==> src/rtl/ahb_reg_access_arb.sv <==
// Round-robin arbiter that funnels register accesses from NUM_REQ local
// requesters onto the DMAC AHB slave configuration port. It runs one
// non-pipelined transfer at a time: address phase, then data phase, then a
// one-cycle response back to the winning requester. A per-phase watchdog
// aborts transfers that the slave never completes.
module ahb_reg_access_arb #(
    parameter int NUM_REQ = 2,
    parameter int AW      = 32,
    parameter int DW      = 32,
    parameter int TIMEOUT = 64
) (
    input  logic                  hclk,
    input  logic                  hrst_n,
    input  logic [NUM_REQ-1:0]    req_valid,
    input  logic [NUM_REQ-1:0]    req_write,
    input  logic [NUM_REQ*AW-1:0] req_addr,
    input  logic [NUM_REQ*DW-1:0] req_wdata,
    output logic [NUM_REQ-1:0]    req_ready,
    output logic [NUM_REQ-1:0]    rsp_valid,
    output logic [DW-1:0]         rsp_rdata,
    output logic                  rsp_err,
    output logic                  m_hsel,
    output logic [AW-1:0]         m_haddr,
    output logic                  m_hwrite,
    output logic [1:0]            m_htrans,
    output logic [3:0]            m_hprot,
    output logic [DW-1:0]         m_hwdata,
    input  logic                  m_hready,
    input  logic [DW-1:0]         m_hrdata,
    input  logic [1:0]            m_hresp,
    output logic                  timeout_sticky
);

    localparam int PW = (NUM_REQ > 1) ? $clog2(NUM_REQ) : 1;
    // One spare bit so the counter can never wrap before reaching TIMEOUT.
    localparam int CW = $clog2(TIMEOUT + 1) + 1;
    localparam logic [CW-1:0] WD_LAST = (TIMEOUT > 0) ? CW'(TIMEOUT - 1) : '0;

    localparam logic [1:0] HTRANS_IDLE   = 2'b00;
    localparam logic [1:0] HTRANS_NONSEQ = 2'b10;
    localparam logic [3:0] HPROT_DATA    = 4'b0011;

    typedef enum logic [1:0] {
        IDLE = 2'd0,
        ADDR = 2'd1,
        DATA = 2'd2,
        RESP = 2'd3
    } state_t;

    state_t          state;
    logic [PW-1:0]   rr_ptr;
    logic [PW-1:0]   gnt;
    logic            lat_write;
    logic [DW-1:0]   lat_wdata;
    logic [CW-1:0]   wd_cnt;

    logic            any_req;
    logic [PW-1:0]   pick;
    logic            wd_expire;

    // (base + k) mod NUM_REQ without relying on NUM_REQ being a power of two.
    function automatic logic [PW-1:0] wrap_add(input logic [PW-1:0] base, input int k);
        int s;
        s = int'(base) + k;
        if (s >= NUM_REQ) s = s - NUM_REQ;
        return PW'(s);
    endfunction

    // Round-robin pick: first valid requester at or after rr_ptr, wrapping.
    // Walking downward lets the lowest offset overwrite the others.
    always_comb begin
        any_req = 1'b0;
        pick    = rr_ptr;
        for (int k = NUM_REQ - 1; k >= 0; k--) begin
            if (req_valid[wrap_add(rr_ptr, k)]) begin
                any_req = 1'b1;
                pick    = wrap_add(rr_ptr, k);
            end
        end
    end

    // The watchdog fires on the stalled edge that would bring wd_cnt to TIMEOUT.
    always_comb begin
        wd_expire = (TIMEOUT != 0) && !m_hready && (wd_cnt >= WD_LAST);
    end

    // Transfer sequencer: arbitration, AHB phases, response and watchdog.
    always_ff @(posedge hclk) begin
        if (!hrst_n) begin
            state          <= IDLE;
            rr_ptr         <= '0;
            gnt            <= '0;
            lat_write      <= 1'b0;
            lat_wdata      <= '0;
            wd_cnt         <= '0;
            req_ready      <= '0;
            rsp_valid      <= '0;
            rsp_rdata      <= '0;
            rsp_err        <= 1'b0;
            m_hsel         <= 1'b0;
            m_haddr        <= '0;
            m_hwrite       <= 1'b0;
            m_htrans       <= HTRANS_IDLE;
            m_hprot        <= HPROT_DATA;
            m_hwdata       <= '0;
            timeout_sticky <= 1'b0;
        end else begin
            // Accept and completion strobes are single-cycle pulses.
            req_ready <= '0;
            rsp_valid <= '0;
            case (state)
                IDLE: begin
                    if (any_req) begin
                        gnt             <= pick;
                        rr_ptr          <= wrap_add(pick, 1);
                        lat_write       <= req_write[pick];
                        lat_wdata       <= req_wdata[int'(pick)*DW +: DW];
                        m_haddr         <= req_addr[int'(pick)*AW +: AW];
                        m_hwrite        <= req_write[pick];
                        m_hsel          <= 1'b1;
                        m_htrans        <= HTRANS_NONSEQ;
                        req_ready[pick] <= 1'b1;
                        wd_cnt          <= '0;
                        state           <= ADDR;
                    end
                end
                ADDR: begin
                    if (m_hready) begin
                        m_hsel   <= 1'b0;
                        m_htrans <= HTRANS_IDLE;
                        m_hwrite <= 1'b0;
                        if (lat_write) m_hwdata <= lat_wdata;
                        wd_cnt   <= '0;
                        state    <= DATA;
                    end else if (wd_expire) begin
                        m_hsel         <= 1'b0;
                        m_htrans       <= HTRANS_IDLE;
                        m_hwrite       <= 1'b0;
                        rsp_err        <= 1'b1;
                        rsp_rdata      <= '0;
                        rsp_valid[gnt] <= 1'b1;
                        timeout_sticky <= 1'b1;
                        state          <= RESP;
                    end else begin
                        wd_cnt <= wd_cnt + 1'b1;
                    end
                end
                DATA: begin
                    if (m_hready) begin
                        // Only the hready-high cycle of a two-cycle ERROR is sampled.
                        rsp_rdata      <= lat_write ? '0 : m_hrdata;
                        rsp_err        <= (m_hresp != 2'b00);
                        rsp_valid[gnt] <= 1'b1;
                        state          <= RESP;
                    end else if (wd_expire) begin
                        m_hsel         <= 1'b0;
                        m_htrans       <= HTRANS_IDLE;
                        rsp_err        <= 1'b1;
                        rsp_rdata      <= '0;
                        rsp_valid[gnt] <= 1'b1;
                        timeout_sticky <= 1'b1;
                        state          <= RESP;
                    end else begin
                        wd_cnt <= wd_cnt + 1'b1;
                    end
                end
                RESP: begin
                    // rsp_rdata/rsp_err keep their value until the next response.
                    state <= IDLE;
                end
                default: state <= IDLE;
            endcase
        end
    end

endmodule

==> config.mk <==
export PLATFORM = sky130hd
export DESIGN_NAME = ahb_reg_access_arb
export DESIGN_NICKNAME = d
export VERILOG_FILES = /design/src/rtl/ahb_reg_access_arb.sv
export SDC_FILE = /design/constraint.sdc
export NUM_CORES = 1
export LEC_CHECK = 0
export CORE_MARGIN = 1.5
export CORE_UTILIZATION = 44
export CTS_CLUSTER_DIAMETER = 200
export CTS_CLUSTER_SIZE = 14
export DETAILED_ROUTE_END_ITERATION = 10
export PLACE_DENSITY = 0.86
export SETUP_SLACK_MARGIN = 0.3
export SLEW_MARGIN = 20
export SYNTH_ARGS = -nofsm -noshare
export SYNTH_HDL_FRONTEND = slang
export SYNTH_SLANG_ARGS = --single-unit
==> constraint.sdc <==
create_clock -name hclk -period 2.9 [get_ports hclk]
set_input_delay 0.29 -clock hclk [delete_from_list [all_inputs] [get_ports hclk]]
set_output_delay 0.29 -clock hclk [all_outputs]
set_load 0.01 [all_outputs]
==> results of run 1 <==
## cells in the mapped netlist (all sizes together) (2+ instances only)
cell / count / share of area
o21a: 3 / 0.0041
nand2b: 5 / 0.0054
o2bb2ai: 13 / 0.020
dfxtp: 151 / 0.53
o21ai: 8 / 0.0076
and2: 6 / 0.0065
buf: 33 / 0.041
a221o: 29 / 0.050
a211oi: 4 / 0.0052
a222oi: 24 / 0.042
clkbuf: 21 / 0.014
ha: 5 / 0.011
nand3: 3 / 0.0026
nor4: 3 / 0.0033
o31ai: 4 / 0.0052
o211a: 2 / 0.0035
a21boi: 4 / 0.0052
a21oi: 37 / 0.034
nor3: 4 / 0.0044
or4: 2 / 0.0026
nand2: 74 / 0.049
nor2: 31 / 0.020
nor3b: 2 / 0.0026
a2bb2oi: 2 / 0.0041
inv: 10 / 0.0065
and3: 32 / 0.035
a22oi: 12 / 0.016
o211ai: 4 / 0.0052
nor2b: 3 / 0.0033
a22o: 32 / 0.049
conb: 2 / 0.0013
## how the worst max path moves through the flow
stage,endpoint,from,slack [ps],depth (start not counted)
final,lat_wdata[6]$_SDFFE_PN0P_,state[0]$_SDFFE_PN0P_,850,6
after global routing,m_haddr[21]$_SDFFE_PN0P_,state[0]$_SDFFE_PN0P_,730,6
after CTS,lat_wdata[6]$_SDFFE_PN0P_,state[0]$_SDFFE_PN0P_,860,6
after detailed placement,m_haddr[10]$_SDFFE_PN0P_,req_valid[1],650,5
after global placement,m_haddr[10]$_SDFFE_PN0P_,req_valid[1],720,5
after floorplan,wd_cnt[4]$_SDFFE_PN0P_,state[1]$_SDFFE_PN0P_,1160,6
## power breakdown
group          switching (mW)  internal [mW]
Clock                   0.859           1.39
Combinational           0.510          0.595
Sequential             0.0954           2.24
## critical path, cell delays in order, from the launching register on
cell and delay, ps:
dfxtp_1 330, inv_1 100, ha_1 400, o21ai_4 330
buf_12 270, a222oi_1 390, nor2_1 90
## final cells by class
class	instances	area, um^2
well taps	172	215
clock inverters	12	151
repair buffers	288	2870
multi-input cells	363	2400
inverters	10	37.5
clock buffers	20	457
fillers	899	3510
flip-flops and latches	151	3020
## routing by layer
metal  part of all wire  vias up
li1                   -     2655
met1               0.39     2726
met2               0.51      292
met3              0.072       48
met4              0.027        0
met5                  0        -
## flip-flops by register name (all words and copies together), names as in the netlist
name,count
m_haddr,32
rsp_rdata,32
req_ready,2
rsp_valid,2
timeout_sticky,1
rr_ptr,1
m_hsel,1
lat_wdata,32
state,2
m_hwrite,1
gnt,1
rsp_err,1
lat_write,1
m_hwdata,32
wd_cnt,8
m_htrans,2
## cells by family (layout without fill, tap and decap cells)
family          count (synthesis)  in the layout  synth area share
flops                         151            151             0.526
fa+ha+maj                       5              5            0.0109
other cells                     2              4           0.00131
buf+inv                        64            330            0.0616
simple gates                  170            170             0.141
compound gates                183            183             0.258
mux                             1              1           0.00174
==> results.sh, run 1 <==
export IMPL_status="complete, no violations"
export IMPL_grt_pass1_vias=5765
export IMPL_postCtsSetupBuffers=0
export IMPL_p_per_area_nw_per_um2=622
export IMPL_fin_cells=1016
export IMPL_crit_fanout=35
export IMPL_drt_first_pass_iters=6
export IMPL_postSynthAreaPerCell_um2=9.98
export IMPL_cp_required_ps=3190
export IMPL_worstHoldEndpoint="lat_wdata[5]$_SDFFE_PN0P_"
export IMPL_dp_cells=984
export IMPL_dp_hpwl_um=12700
export IMPL_cts_hold_buf=0
export IMPL_drt_total_wl_um=18500
export IMPL_cts_resized=0
export IMPL_final_cell_area_um2=9160
export IMPL_layout_commonest_cell="clkdlybuf4s50_1"
export IMPL_layout_common_cells="clkdlybuf4s50_1 (274), dfxtp_1 (151), nand2_1 (73)"
export IMPL_crit_arrival_ps=2340
export IMPL_critPathKind="flip-flop to flip-flop"
export IMPL_holdWs_ps=430
export IMPL_cts_max_level=4
export IMPL_grtUsageMet1=0.295
export IMPL_syn2layout_area_growth_pct=59.3
export IMPL_finClkSkew_ps=6.86
export IMPL_max_slew_margin=0.400
export IMPL_row_count=41
export IMPL_place_area_um2=8550
export IMPL_drive_above_1_share=0.0664
export IMPL_slew_violations=0
export IMPL_synth_edf_count=0
export IMPL_seq_area_frac_synth=0.526
export IMPL_initial_utilization=0.454
export IMPL_synth_distinct_cells=52
export IMPL_dieHeight_um=117
export IMPL_hold_path_startpoint="req_wdata[37]"
export IMPL_ios=279
export IMPL_synth_ff_type="dfxtp_1"
export IMPL_async_flop_share=0
export IMPL_setup_tns_ps=0
export IMPL_ctsRootBufferMaster="clkbuf_16"
export IMPL_detail_route_vias_per_cell=5.63
export IMPL_fin_ws_ps=853
export IMPL_clk_pin_slew_ps=60
export IMPL_antenna_found_initial=0
export IMPL_die_x_um=117
export IMPL_post_route_util=0.723
export IMPL_max_clock_path_buffers=2
export IMPL_synth_warnings=0
export IMPL_period_share=0.706
export IMPL_start_kind="flip-flop"
export IMPL_cap_violations=0
export IMPL_dp_slack_ps=653
export IMPL_cts_tree="built"
export IMPL_finalSetupViolCount=0
export IMPL_grtUsageTotal=0.264
export IMPL_fmax_mhz=488
export IMPL_grt_max_degree=74
export IMPL_synth_cells=576
export IMPL_grt_busiest_layer="met2"
export IMPL_grt_pass1_wl_um=29300
export IMPL_yosys_register_bits=151
export IMPL_wire_per_inst_um=18.2
export IMPL_gr_usage_met3=0.0817
export IMPL_reg2reg_from="state[0]$_SDFFE_PN0P_"
export IMPL_finalCriticalPeriod_ps=2050
export IMPL_critPathCaptureType="flip-flop"
export IMPL_reg2reg_to="lat_wdata[6]$_SDFFE_PN0P_"
export IMPL_reg2regPathDepth=6
export IMPL_core_um2=12700
export IMPL_io_buffer_count=274
export IMPL_place_congestion=0.805
export IMPL_ant_nets=0
export IMPL_rsz0062_at_grt="false"
export IMPL_route_detailed_drc=0
export IMPL_r2r_slack_ps=850
export IMPL_hold_viol=0
export IMPL_antennaDiodeCount=0
export IMPL_fin_nets=1005
export IMPL_grt_overflow_total=0
export IMPL_leakage_nw=3.49
export IMPL_syn_area_um2=5750
export IMPL_use_met2=0.468
export IMPL_whs_path_depth=2
export IMPL_hp_class="input port to flip-flop"
export IMPL_drt_iter0_drc=456
export IMPL_irDropWorstVdd_mv=0.366
export IMPL_worst_pin_slew_ps=897
export IMPL_via_count=5721
export IMPL_numCtsBuffers=17
export IMPL_clk_latency_ps=420
export IMPL_die_area_um2=13800
export IMPL_clock_sinks=151
export IMPL_total_power_mw=5.70
No activity file was read; power rests on OpenSTA's default activity.
==> run 2, diff against run 1 <==
- CORE_UTILIZATION: 44 -> 41
- PLACE_DENSITY: 0.86 -> 0.81
- clock period: 2.9 -> 2 ns (I/O delays scaled with it)
==> results.sh, run 2 (synthesized netlist as in run 1, its figures left out) <==
export IMPL_ctsRootBufferMaster="clkbuf_16"
export IMPL_max_clock_path_buffers=2
export IMPL_status="complete, no violations"
export IMPL_antenna_found_initial=0
export IMPL_finalSetupViolCount=0
export IMPL_die_area_um2=14700
export IMPL_cts_hold_buf=0
export IMPL_period_share=0.877
export IMPL_drt_first_pass_iters=9
export IMPL_io_buffer_count=274
export IMPL_grt_overflow_total=0
export IMPL_finClkSkew_ps=13.8
export IMPL_die_x_um=121
export IMPL_start_kind="flip-flop"
export IMPL_irDropWorstVdd_mv=0.605
export IMPL_route_detailed_drc=0
export IMPL_numCtsBuffers=17
export IMPL_total_power_mw=8.60
export IMPL_leakage_nw=3.66
export IMPL_grtUsageTotal=0.247
export IMPL_critPathKind="flip-flop to flip-flop"
export IMPL_drive_above_1_share=0.102
export IMPL_drt_total_wl_um=19400
export IMPL_hold_viol=0
export IMPL_detail_route_vias_per_cell=5.62
export IMPL_initial_utilization=0.417
export IMPL_rsz0062_at_grt="true"
export IMPL_cts_tree="built"
export IMPL_clk_pin_slew_ps=60
export IMPL_ant_nets=0
export IMPL_p_per_area_nw_per_um2=898
export IMPL_fin_nets=1024
export IMPL_setup_tns_ps=0
export IMPL_crit_fanout=11
export IMPL_dp_slack_ps=-18.6
export IMPL_via_count=5861
export IMPL_hp_class="input port to flip-flop"
export IMPL_grt_pass1_wl_um=28700
export IMPL_cp_required_ps=2310
export IMPL_crit_arrival_ps=2060
export IMPL_grt_pass1_vias=5762
export IMPL_critPathCaptureType="flip-flop"
export IMPL_core_um2=13800
export IMPL_cap_violations=0
export IMPL_dp_hpwl_um=12500
export IMPL_fin_ws_ps=246
export IMPL_slew_violations=0
export IMPL_cts_max_level=4
export IMPL_grt_max_degree=74
export IMPL_antennaDiodeCount=0
export IMPL_place_congestion=0.871
export IMPL_layout_common_cells="clkdlybuf4s50_1 (274), dfxtp_1 (149), nand2_1 (71)"
export IMPL_finalCriticalPeriod_ps=1750
export IMPL_clk_latency_ps=420
export IMPL_dieHeight_um=121
export IMPL_fillers=1036
export IMPL_layout_commonest_cell="clkdlybuf4s50_1"
export IMPL_drt_iter0_drc=540
export IMPL_syn2layout_area_growth_pct=66.7
export IMPL_wire_per_inst_um=18.6
export IMPL_row_count=43
export IMPL_fmax_mhz=570
export IMPL_clock_sinks=151
export IMPL_ios=279
[run 2: cell count changes in the layout (fill, tap and decap cells not counted), moves of 3 or more]
cell,previous run,this run
ha_4,0,3
clkbuf_16,17,20
ha_1,5,2
buf_6,0,4
buf_4,12,18
buf_12,2,7
[run 2: worst paths after layout]
kind / cells after the start / slack [ps] / start / to
worst min register to register: 2 / 440 / lat_wdata[19]$_SDFFE_PN0P_ / m_hwdata[19]$_SDFFE_PN0P_
worst max-delay path: 5 / 250 / wd_cnt[3]$_SDFFE_PN0P_ / wd_cnt[1]$_SDFFE_PN0P_
worst min-delay path: 2 / 330 / req_wdata[7] / lat_wdata[7]$_SDFFE_PN0P_
worst max register to register: 5 / 250 / wd_cnt[3]$_SDFFE_PN0P_ / wd_cnt[1]$_SDFFE_PN0P_
[run 2: cell type report]
class / count / area [um^2] / area share
inverter: 10 / 40.0 / 0.00418
multi-input combinational: 363 / 2510 / 0.262
clock buffer: 21 / 450 / 0.0470
timing repair buffer: 307 / 3170 / 0.330
tap: 180 / 225 / 0.0235
clock inverter: 11 / 170 / 0.0178
sequential: 151 / 3030 / 0.316
[run 2: power by group]
group	switching [mW]	total, mW	internal [mW]
Sequential	0.138	3.39	3.25
Clock	1.25	3.37	2.12
Combinational	0.819	1.84	1.02
Total	2.21	8.60	6.39
[run 2: metal layers]
layer	up-vias	track usage	wire length, um	share of wire
li1	2690	-	-	-
met1	2853	0.285	7720	0.40
met3	32	0.0841	1620	0.083
met5	-	0	0	0
met2	286	0.428	9720	0.50
met4	0	0.0809	363	0.019
[run 2: through the flow]
step	hold slack [ps]	cell area (um^2)	util	cells
floorplan	317	5770	-	578
CTS	329	9410	0.683	1036
global placement	434	8660	0.629	996
finish	333	9580	0.696	1043
global route	326	9580	0.696	1043
detailed placement	444	8660	0.629	996
[run 2: what timing repair did]
action	4_1_cts	5_1_grt
endpoints found under the setup margin	43	73
pin swaps	1	21
gates cloned	1	4
buffers inserted	7	3
resized for setup	15	13
[run 2: critical path, stage by stage, from the launching register on]
cell      delay [ps]
dfxtp_1          460
nand3_1          280
o31ai_4          500
buf_4            200
nand3b_1         110
a21boi_1          80
==> run 3, diff against run 2 <==
- PLACE_DENSITY: 0.81 -> 0.8
- SLEW_MARGIN: 20 -> not set
==> results.sh, run 3 (synthesized netlist as in run 1, its figures left out) <==
export IMPL_drt_iter0_drc=535
export IMPL_irDropWorstVdd_mv=0.556
export IMPL_fin_nets=1021
export IMPL_finClkSkew_ps=8.69
export IMPL_ctsRootBufferMaster="clkbuf_16"
export IMPL_route_detailed_drc=0
export IMPL_route_met2_wl_um=10000
export IMPL_fmax_mhz=561
export IMPL_cp_required_ps=2310
export IMPL_grt_overflow_total=0
export IMPL_syn2layout_area_growth_pct=66.2
export IMPL_grt_pass1_wl_um=29200
export IMPL_initial_utilization=0.417
export IMPL_fin_cells=1040
export IMPL_cap_violations=0
export IMPL_reg2reg_to="wd_cnt[4]$_SDFFE_PN0P_"
export IMPL_grt_pass1_vias=5877
export IMPL_row_count=43
export IMPL_p_per_area_nw_per_um2=910
export IMPL_drt_first_pass_iters=7
export IMPL_grtUsageTotal=0.253
export IMPL_fillers=994
export IMPL_worst_pin_slew_ps=530
export IMPL_hp_class="input port to flip-flop"
export IMPL_p_int_mw=6.45
export IMPL_combinationalPowerShare=0.216
export IMPL_crit_start="state[0]$_SDFFE_PN0P_"
export IMPL_p_seq_frac=0.391
export IMPL_holdWs_ps=343
export IMPL_r2r_slack_ps=220
export IMPL_endpoint="wd_cnt[4]$_SDFFE_PN0P_"
export IMPL_cts_tree="built"
export IMPL_wl_met1_um=7510
export IMPL_antennaDiodeCount=0
export IMPL_drt_total_wl_um=19700
export IMPL_clk_pin_slew_ps=60
export IMPL_drive_above_1_share=0.103
export IMPL_finalCriticalPeriod_ps=1780
export IMPL_wire_per_inst_um=19.0
export IMPL_max_clock_path_buffers=2
export IMPL_grt_max_degree=74
export IMPL_io_buffer_count=274
export IMPL_layout_common_cells="clkdlybuf4s50_1 (274), dfxtp_1 (149), nand2_1 (72)"
export IMPL_hold_viol=0
export IMPL_met3_length_um=1680
export IMPL_whs_path_depth=2
export IMPL_start_kind="flip-flop"
export IMPL_period_share=0.890
export IMPL_core_um2=13800
export IMPL_critPathCaptureType="flip-flop"
export IMPL_clk_latency_ps=420
export IMPL_reg2regPathDepth=6
export IMPL_cts_max_level=4
export IMPL_status="complete, no violations"
export IMPL_crit_arrival_ps=2090
export IMPL_clockPowerShare=0.393
export IMPL_leakage_nw=3.64
export IMPL_place_congestion=0.836
export IMPL_clock_sinks=151
export IMPL_reg2reg_from="state[0]$_SDFFE_PN0P_"
export IMPL_rsz0062_at_grt="true"
export IMPL_finalSetupViolCount=0
export IMPL_cts_hold_buf=0
export IMPL_ios=279
export IMPL_numCtsBuffers=17
export IMPL_dieHeight_um=121
export IMPL_via_count=5891
export IMPL_dp_cells=993
export IMPL_setup_tns_ps=0
export IMPL_die_x_um=121
export IMPL_ant_nets=0
export IMPL_critPathKind="flip-flop to flip-flop"
export IMPL_detail_route_vias_per_cell=5.66
export IMPL_die_area_um2=14700
export IMPL_switching_share=0.259
export IMPL_p_sw_mw=2.25
export IMPL_layout_commonest_cell="clkdlybuf4s50_1"
export IMPL_highest_layer="met4"
export IMPL_dp_hpwl_um=12600
export IMPL_antenna_found_initial=0
export IMPL_max_slew_margin=0.644
export IMPL_slew_violations=0
export IMPL_crit_fanout=8
[run 3: changes by cell type in the layout (fill, tap and decap cells not counted), sizes merged]
cell / before / now
inv: 12 / 11
buf: 30 / 28
clkinv: 2 / 4
clkbuf: 24 / 23
clkinvlp: 3 / 2
[run 3: repair_timing]
action / 4_1_cts / 5_1_grt
endpoints found under the setup margin: 39 / 104
pin swaps: 3 / 12
resized for setup: 11 / 21
setup buffers: 9 / 4
cloned: 0 / 2
[run 3: how the worst min path moves through the flow]
stage,from,end,slack (ps)
6_report,req_wdata[46],lat_wdata[14]$_SDFFE_PN0P_,340
5_1_grt,req_wdata[43],lat_wdata[11]$_SDFFE_PN0P_,330
4_1_cts,req_wdata[46],lat_wdata[14]$_SDFFE_PN0P_,330
3_5_place_dp,lat_wdata[28]$_SDFFE_PN0P_,m_hwdata[28]$_SDFFE_PN0P_,440
3_3_place_gp,lat_wdata[26]$_SDFFE_PN0P_,m_hwdata[26]$_SDFFE_PN0P_,440
2_1_floorplan,req_wdata[32],lat_wdata[0]$_SDFFE_PN0P_,320
[run 3: critical path, stage by stage (launching register included)]
cell     delay, ps
dfxtp_4        360
inv_4           70
ha_4           200
or3b_4         450
nand4_1        190
nor4_4          70
a311o_1        330
[run 3: power groups by stage]
stage	registers (mW)	clock network (mW)	logic, mW
after floorplan	3.48	0	0.767
final	3.40	3.42	1.88
after global routing	3.42	3.61	2.00
after detailed placement	3.45	0	1.62
after CTS	3.39	3.46	1.71
after global placement	3.44	0	1.57
[run 3: area by class of cell]
| type | instances | area, um^2 | area share |
|---|---|---|---|
| Clock buffer | 21 | 460 | 0.0482 |
| Sequential cell | 151 | 3030 | 0.317 |
| Tap cell | 180 | 225 | 0.0236 |
| Multi-Input combinational cell | 363 | 2530 | 0.264 |
| Timing Repair Buffer | 304 | 3100 | 0.325 |
| Inverter | 10 | 42.5 | 0.00445 |
| Clock inverter | 11 | 171 | 0.0179 |
[run 3: per-stage QoR]
step	util	setup WS [ps]	cell area (um^2)	power [mW]
after CTS	0.681	286	9380	8.56
final	0.694	219	9560	8.70
after global routing	0.694	162	9560	9.03
after global placement	0.627	160	8640	5.01
after detailed placement	0.627	58.5	8640	5.07
after floorplan	-	301	5770	4.24
[run 3: per-layer routing]
layer | up-vias | global-route usage
li1 | 2686 | -
met1 | 2839 | 0.279
met2 | 316 | 0.455
met3 | 50 | 0.0742
met4 | 0 | 0.0941
met5 | - | 0
